[src/rtl/pmod_ssd_capture.sv]
// Receive side of the PMOD SSD link: synchronises the segment/select lines, decodes each
// digit glyph back to a nibble and rebuilds the displayed byte. Option: PMOD_SSD_CAPTURE_CHANGE_ONLY_EN.
module pmod_ssd_capture #(
   parameter int SETTLE_CYCLES  = 16,
   parameter int TIMEOUT_CYCLES = 131072
) (
   input  logic       i_clock_125MHz,
   input  logic       i_reset_n,
   input  logic       i_seg_a,
   input  logic       i_seg_b,
   input  logic       i_seg_c,
   input  logic       i_seg_d,
   input  logic       i_seg_e,
   input  logic       i_seg_f,
   input  logic       i_seg_g,
   input  logic       i_seg_sel,
   output logic [7:0] o_data,
   output logic       o_valid,
   output logic       o_error,
   output logic       o_stale
);

   localparam int SCW = (SETTLE_CYCLES > 1) ? $clog2(SETTLE_CYCLES) : 1;
   localparam logic [SCW-1:0] SETTLE_LAST = SCW'((SETTLE_CYCLES > 1) ? SETTLE_CYCLES - 2 : 0);
   localparam int TCW = $clog2(TIMEOUT_CYCLES + 1);
   localparam logic [TCW-1:0] TIMEOUT_MAX = TCW'(TIMEOUT_CYCLES);

   typedef enum logic [1:0] {IDLE, SETTLE, SAMPLE} state_t;

   logic [7:0]     raw_in;
   logic [7:0]     meta_q;
   logic [7:0]     sync_q;
   logic           sel_dly;
   logic           sel_now;
   logic           sel_edge;
   logic [6:0]     pattern;
   logic [4:0]     glyph;
   logic           glyph_ok;
   logic [3:0]     nibble;
   logic [TCW-1:0] stale_cnt;
   logic [TCW-1:0] stale_next;
   state_t         state;
   logic [SCW-1:0] settle_cnt;
   logic [3:0]     lo_nib;
   logic           lo_ok;
`ifdef PMOD_SSD_CAPTURE_CHANGE_ONLY_EN
   logic           captured_once;
`endif

   // Returns {legal, nibble} for a {g,f,e,d,c,b,a} segment pattern.
   function automatic logic [4:0] decode_glyph(input logic [6:0] p);
      logic [4:0] r;
      case (p)
         7'h3F:   r = {1'b1, 4'h0};
         7'h06:   r = {1'b1, 4'h1};
         7'h5B:   r = {1'b1, 4'h2};
         7'h4F:   r = {1'b1, 4'h3};
         7'h66:   r = {1'b1, 4'h4};
         7'h6D:   r = {1'b1, 4'h5};
         7'h7D:   r = {1'b1, 4'h6};
         7'h07:   r = {1'b1, 4'h7};
         7'h7F:   r = {1'b1, 4'h8};
         7'h6F:   r = {1'b1, 4'h9};
         7'h77:   r = {1'b1, 4'hA};
         7'h7C:   r = {1'b1, 4'hB};
         7'h39:   r = {1'b1, 4'hC};
         7'h5E:   r = {1'b1, 4'hD};
         7'h79:   r = {1'b1, 4'hE};
         7'h71:   r = {1'b1, 4'hF};
         default: r = 5'h00;
      endcase
      return r;
   endfunction

   assign raw_in   = {i_seg_sel, i_seg_g, i_seg_f, i_seg_e, i_seg_d, i_seg_c, i_seg_b, i_seg_a};
   assign sel_now  = sync_q[7];
   assign pattern  = sync_q[6:0];
   assign sel_edge = sel_now ^ sel_dly;
   assign glyph    = decode_glyph(pattern);
   assign glyph_ok = glyph[4];
   assign nibble   = glyph[3:0];

   always_ff @(posedge i_clock_125MHz or negedge i_reset_n) begin
      if (!i_reset_n) begin
         meta_q  <= '0;
         sync_q  <= '0;
         sel_dly <= 1'b0;
      end else begin
         meta_q  <= raw_in;
         sync_q  <= meta_q;
         sel_dly <= sync_q[7];
      end
   end

   // Saturating idle counter; o_stale follows the next count so it drops right after an edge.
   always_comb begin
      stale_next = stale_cnt;
      if (sel_edge)
         stale_next = '0;
      else if (stale_cnt != TIMEOUT_MAX)
         stale_next = stale_cnt + 1'b1;
   end

   always_ff @(posedge i_clock_125MHz or negedge i_reset_n) begin
      if (!i_reset_n) begin
         stale_cnt <= TIMEOUT_MAX;
         o_stale   <= 1'b1;
      end else begin
         stale_cnt <= stale_next;
         o_stale   <= (stale_next == TIMEOUT_MAX);
      end
   end

   // Any select edge restarts settling, so a sample never lands on a glitching bus.
   always_ff @(posedge i_clock_125MHz or negedge i_reset_n) begin
      if (!i_reset_n) begin
         state         <= IDLE;
         settle_cnt    <= '0;
         lo_nib        <= 4'h0;
         lo_ok         <= 1'b0;
         o_data        <= 8'h00;
         o_valid       <= 1'b0;
         o_error       <= 1'b0;
`ifdef PMOD_SSD_CAPTURE_CHANGE_ONLY_EN
         captured_once <= 1'b0;
`endif
      end else begin
         o_valid <= 1'b0;
         o_error <= 1'b0;
         if (sel_edge) begin
            settle_cnt <= '0;
            state      <= (SETTLE_CYCLES == 1) ? SAMPLE : SETTLE;
         end else begin
            case (state)
               IDLE: begin
               end
               SETTLE: begin
                  if (settle_cnt == SETTLE_LAST)
                     state <= SAMPLE;
                  else
                     settle_cnt <= settle_cnt + 1'b1;
               end
               SAMPLE: begin
                  state <= IDLE;
                  if (!glyph_ok) begin
                     o_error <= 1'b1;
                     lo_ok   <= 1'b0;
                  end else if (!sel_now) begin
                     lo_nib <= nibble;
                     lo_ok  <= 1'b1;
                  end else if (lo_ok) begin
                     lo_ok <= 1'b0;
`ifdef PMOD_SSD_CAPTURE_CHANGE_ONLY_EN
                     captured_once <= 1'b1;
                     if (!captured_once || ({nibble, lo_nib} != o_data)) begin
                        o_data  <= {nibble, lo_nib};
                        o_valid <= 1'b1;
                     end
`else
                     o_data  <= {nibble, lo_nib};
                     o_valid <= 1'b1;
`endif
                  end
               end
               default: state <= IDLE;
            endcase
         end
      end
   end

endmodule

[config.mk]
export PLATFORM = sky130hd
export DESIGN_NAME = pmod_ssd_capture
export DESIGN_NICKNAME = d
export VERILOG_FILES = /design/src/rtl/pmod_ssd_capture.sv
export SDC_FILE = /design/constraint.sdc
export NUM_CORES = 1
export LEC_CHECK = 0
export BUFFER_PORTS_ARGS = -buffer_cell sky130_fd_sc_hd__buf_2
export CORE_UTILIZATION = 29
export CTS_CLUSTER_DIAMETER = 40
export DETAILED_ROUTE_END_ITERATION = 6
export REMOVE_ABC_BUFFERS = 1
export SLEW_MARGIN = 40
export SYNTH_ARGS = -nofsm -noshare
export SYNTH_HDL_FRONTEND = slang
export SYNTH_SLANG_ARGS = --single-unit
[constraint.sdc]
create_clock -name i_clock_125MHz -period 2.1 [get_ports i_clock_125MHz]
set_input_delay 0.42 -clock i_clock_125MHz [delete_from_list [all_inputs] [get_ports i_clock_125MHz]]
set_output_delay 0.42 -clock i_clock_125MHz [all_outputs]
set_load 0.01 [all_outputs]
==> impl_metrics.py <==
metrics = {
    "status": {
        "status": "complete, no violations",
    },
    "clocking": {
        "cts_root_buffer": "clkbuf_8",
        "cts_tree": "done",
        "cts_buffer_depth": 2,
        "htree_levels": 3,
        "ctsHoldBuffers": 0,
        "cts.sinks": 57,
        "path_clk_slew_ps": 80,
        "clk_latency_ps": 340,
        "post_cts_buffers": 0,
        "cts_buffers": 9,
    },
    "logic_synthesis": {
        "synth_cell_type_count": 58,
        "synth_edf_count": 0,
        "ys_warn_count": 0,
        "asyncSetResetFlopFracSynth": 1.00,
        "ys_seq_elements": 57,
        "synth_area_sq_mm": 0.00280,
        "ys_seq_area_frac": 0.510,
        "ys.flop_type": "dfrtp_1",
        "synth.avg_cell_area_sq_um": 10.5,
        "synthCells": 267,
    },
    "placement": {
        "gp_congestion": 0.873,
        "io_buffers": 20,
        "pre_cts_ws_ps": 11.5,
        "dp_hpwl_um": 4150,
    },
    "pwr": {
        "power.leakage_uw": 0.00157,
        "peakVddDrop_v": 0.000238,
        "pwr_density_cell_mw_per_mm2": 703,
        "total_power_uw": 2460,
    },
    "floorplan": {
        "core_area_sq_mm": 0.00928,
        "fp.dieH_um": 100,
        "die_area_sq_mm": 0.0101,
        "start_util": 0.302,
        "rows": 35,
        "die_w_um": 100,
        "ios": 21,
    },
    "sta": {
        "setup_violations": 0,
        "hold_viol": 0,
        "clock_skew_ps": 13.0,
        "slew_headroom": 0.657,
        "hold_ws_ps": 41.3,
        "slew_viol_final": 0,
        "fmax_mhz": 495,
        "period_minus_slack_ps": 2020,
        "fin_crit_sh": 0.962,
        "worst_slack_ps": 79.4,
        "tightest_slew_ps": 515,
    },
    "worst_setup_path": {
        "cp.required_ps": 2390,
        "worstRegToRegCells": 6,
        "cp.arrival_ps": 2310,
        "crit_type": "reg2reg",
        "reg2reg_to": "o_stale",
        "r2r-start": "stale_cnt[3]",
        "regToRegSetupSlack_ps": 80,
        "cp_max_fo": 4,
        "critPathCaptureType": "flop",
        "startpoint_type": "flop",
    },
    "grt": {
        "grt_usage": 0.128,
        "grt_start_max_net_pins": 27,
        "grt_antenna_before_repair": 0,
        "overflow": 0,
        "grt_pass1_vias": 2131,
        "grt_pass1_wl_um": 10100,
    },
    "finish": {
        "regArea_sq_mm": 0.00143,
        "multi_input_area_sq_mm": 0.00130,
        "syn2layout_area_growth_pct": 24.9,
        "post-route-util": 0.377,
        "antenna_cells": 0,
        "drive_gt1_frac": 0.288,
        "final_common_cell": "dfrtp_1",
        "final_cell_mix": "51 x dfrtp_1, 29 x nor2_1, 28 x buf_4",
        "num-fill-cells": 951,
        "finalNetCount": 330,
    },
    "drt": {
        "vias": 2096,
        "first_iter_violations": 152,
        "wirelength_um": 5820,
        "vias_per_cell": 4.68,
        "drtAntennaViolNets": 0,
        "drt-pass1-iter-count": 4,
        "wl_per_cell_um": 13.0,
        "drc_errors": 0,
    },
    "min_path": {
        "min-delay-path-class": "in2async",
    },
    "run": {
        "max_cap_viol_count": 0,
    },
}
## power breakdown
| part | switching [uW] | total [uW] | internal [uW] |
|---|---|---|---|
| Sequential | 41.3 | 1180 | 1140 |
| Combinational | 132 | 230 | 98.1 |
| Clock | 443 | 1050 | 608 |
| Total | 616 | 2460 | 1840 |
## worst max path at each step
stage	from	end	slack [ps]
detailed placement	stale_cnt[0]	o_stale	10
global placement	stale_cnt[0]	o_stale	70
floorplan	stale_cnt[1]	o_stale	20
finish	stale_cnt[3]	o_stale	80
CTS	sync_q[0]	lo_nib[0]	20
global route	sync_q[0]	o_data[4]	-9
## sequential cells by signal, indices dropped and copies added (netlist names), 2 cells and up
| name | count |
|---|---|
| meta_q | 8 |
| lo_nib | 4 |
| o_data | 8 |
| stale_cnt | 18 |
| settle_cnt | 4 |
| sync_q | 8 |
| state | 2 |
## Yosys cell counts, drive strengths merged, types with 2 or more instances
cell	number	area [sq um]
clkbuf	8	30.0
nand3	13	77.6
mux2	11	124
buf	6	31.3
nor3	7	35.0
or4	2	20.0
o22ai	2	12.5
nor2b	5	31.3
mux2i	3	30.0
nand2b	5	31.3
nand4	6	43.8
a21oi	7	38.8
nand2	16	60.1
nand3b	2	15.0
dfstp	2	52.6
ha	6	75.1
xnor2	14	123
o31a	2	17.5
inv	13	48.8
xor2	6	52.6
nand4b	3	26.3
o21ai	11	55.1
dfrtp	55	1380
nor4	7	58.8
and3	2	13.8
o22a	2	17.5
nor4b	2	32.5
nor2	31	119
## critical path, stage by stage, from the launching register on
cell and delay [ps]:
dfrtp_1 460, nand3_4 130, or4_4 550, nor4_4 160, mux2i_1 150, a2111oi_2 300, and4_1 220
## final cells by class
type | count | share of cell area
clock buffer | 11 | 0.0433
tap | 129 | 0.0462
timing repair buffer | 50 | 0.100
sequential | 57 | 0.410
multi-input combinational | 183 | 0.371
inverter | 13 | 0.0140
clock inverter | 5 | 0.0154
## per-layer routing
metal  part of all wire  GRT usage  vias up
li1                   -          -     1032
met1               0.47      0.165     1014
met2               0.47      0.202       38
met3              0.043     0.0390       12
met4              0.021     0.0513        0
met5                  0          0        -
## metrics by stage
step	setup TNS, ps	instance area (sq um)	cells
after detailed placement	0	3250	432
after global routing	-32.9	3500	448
after global placement	0	3250	432
after floorplan	0	2740	253
final	0	3500	448
after CTS	0	3460	448
## what timing repair did
item / 4_1_cts / 5_1_grt
setup endpoints to repair: 1 / 11
cloned: 0 / 0
pin swaps: 2 / 4
gates resized for setup: 0 / 12
## cells by family (layout without fill, tap and decap cells)
kind of cell / count (synthesis) / after routing / share of synthesized area
flops: 57 / 57 / 0.510
compound gates: 38 / 38 / 0.0947
buf+inv: 27 / 79 / 0.0393
fa+ha+maj: 6 / 6 / 0.0268
xor+xnor: 20 / 20 / 0.0626
simple gates: 105 / 105 / 0.211
mux: 14 / 14 / 0.0550
(Power assumes the default switching activity.)
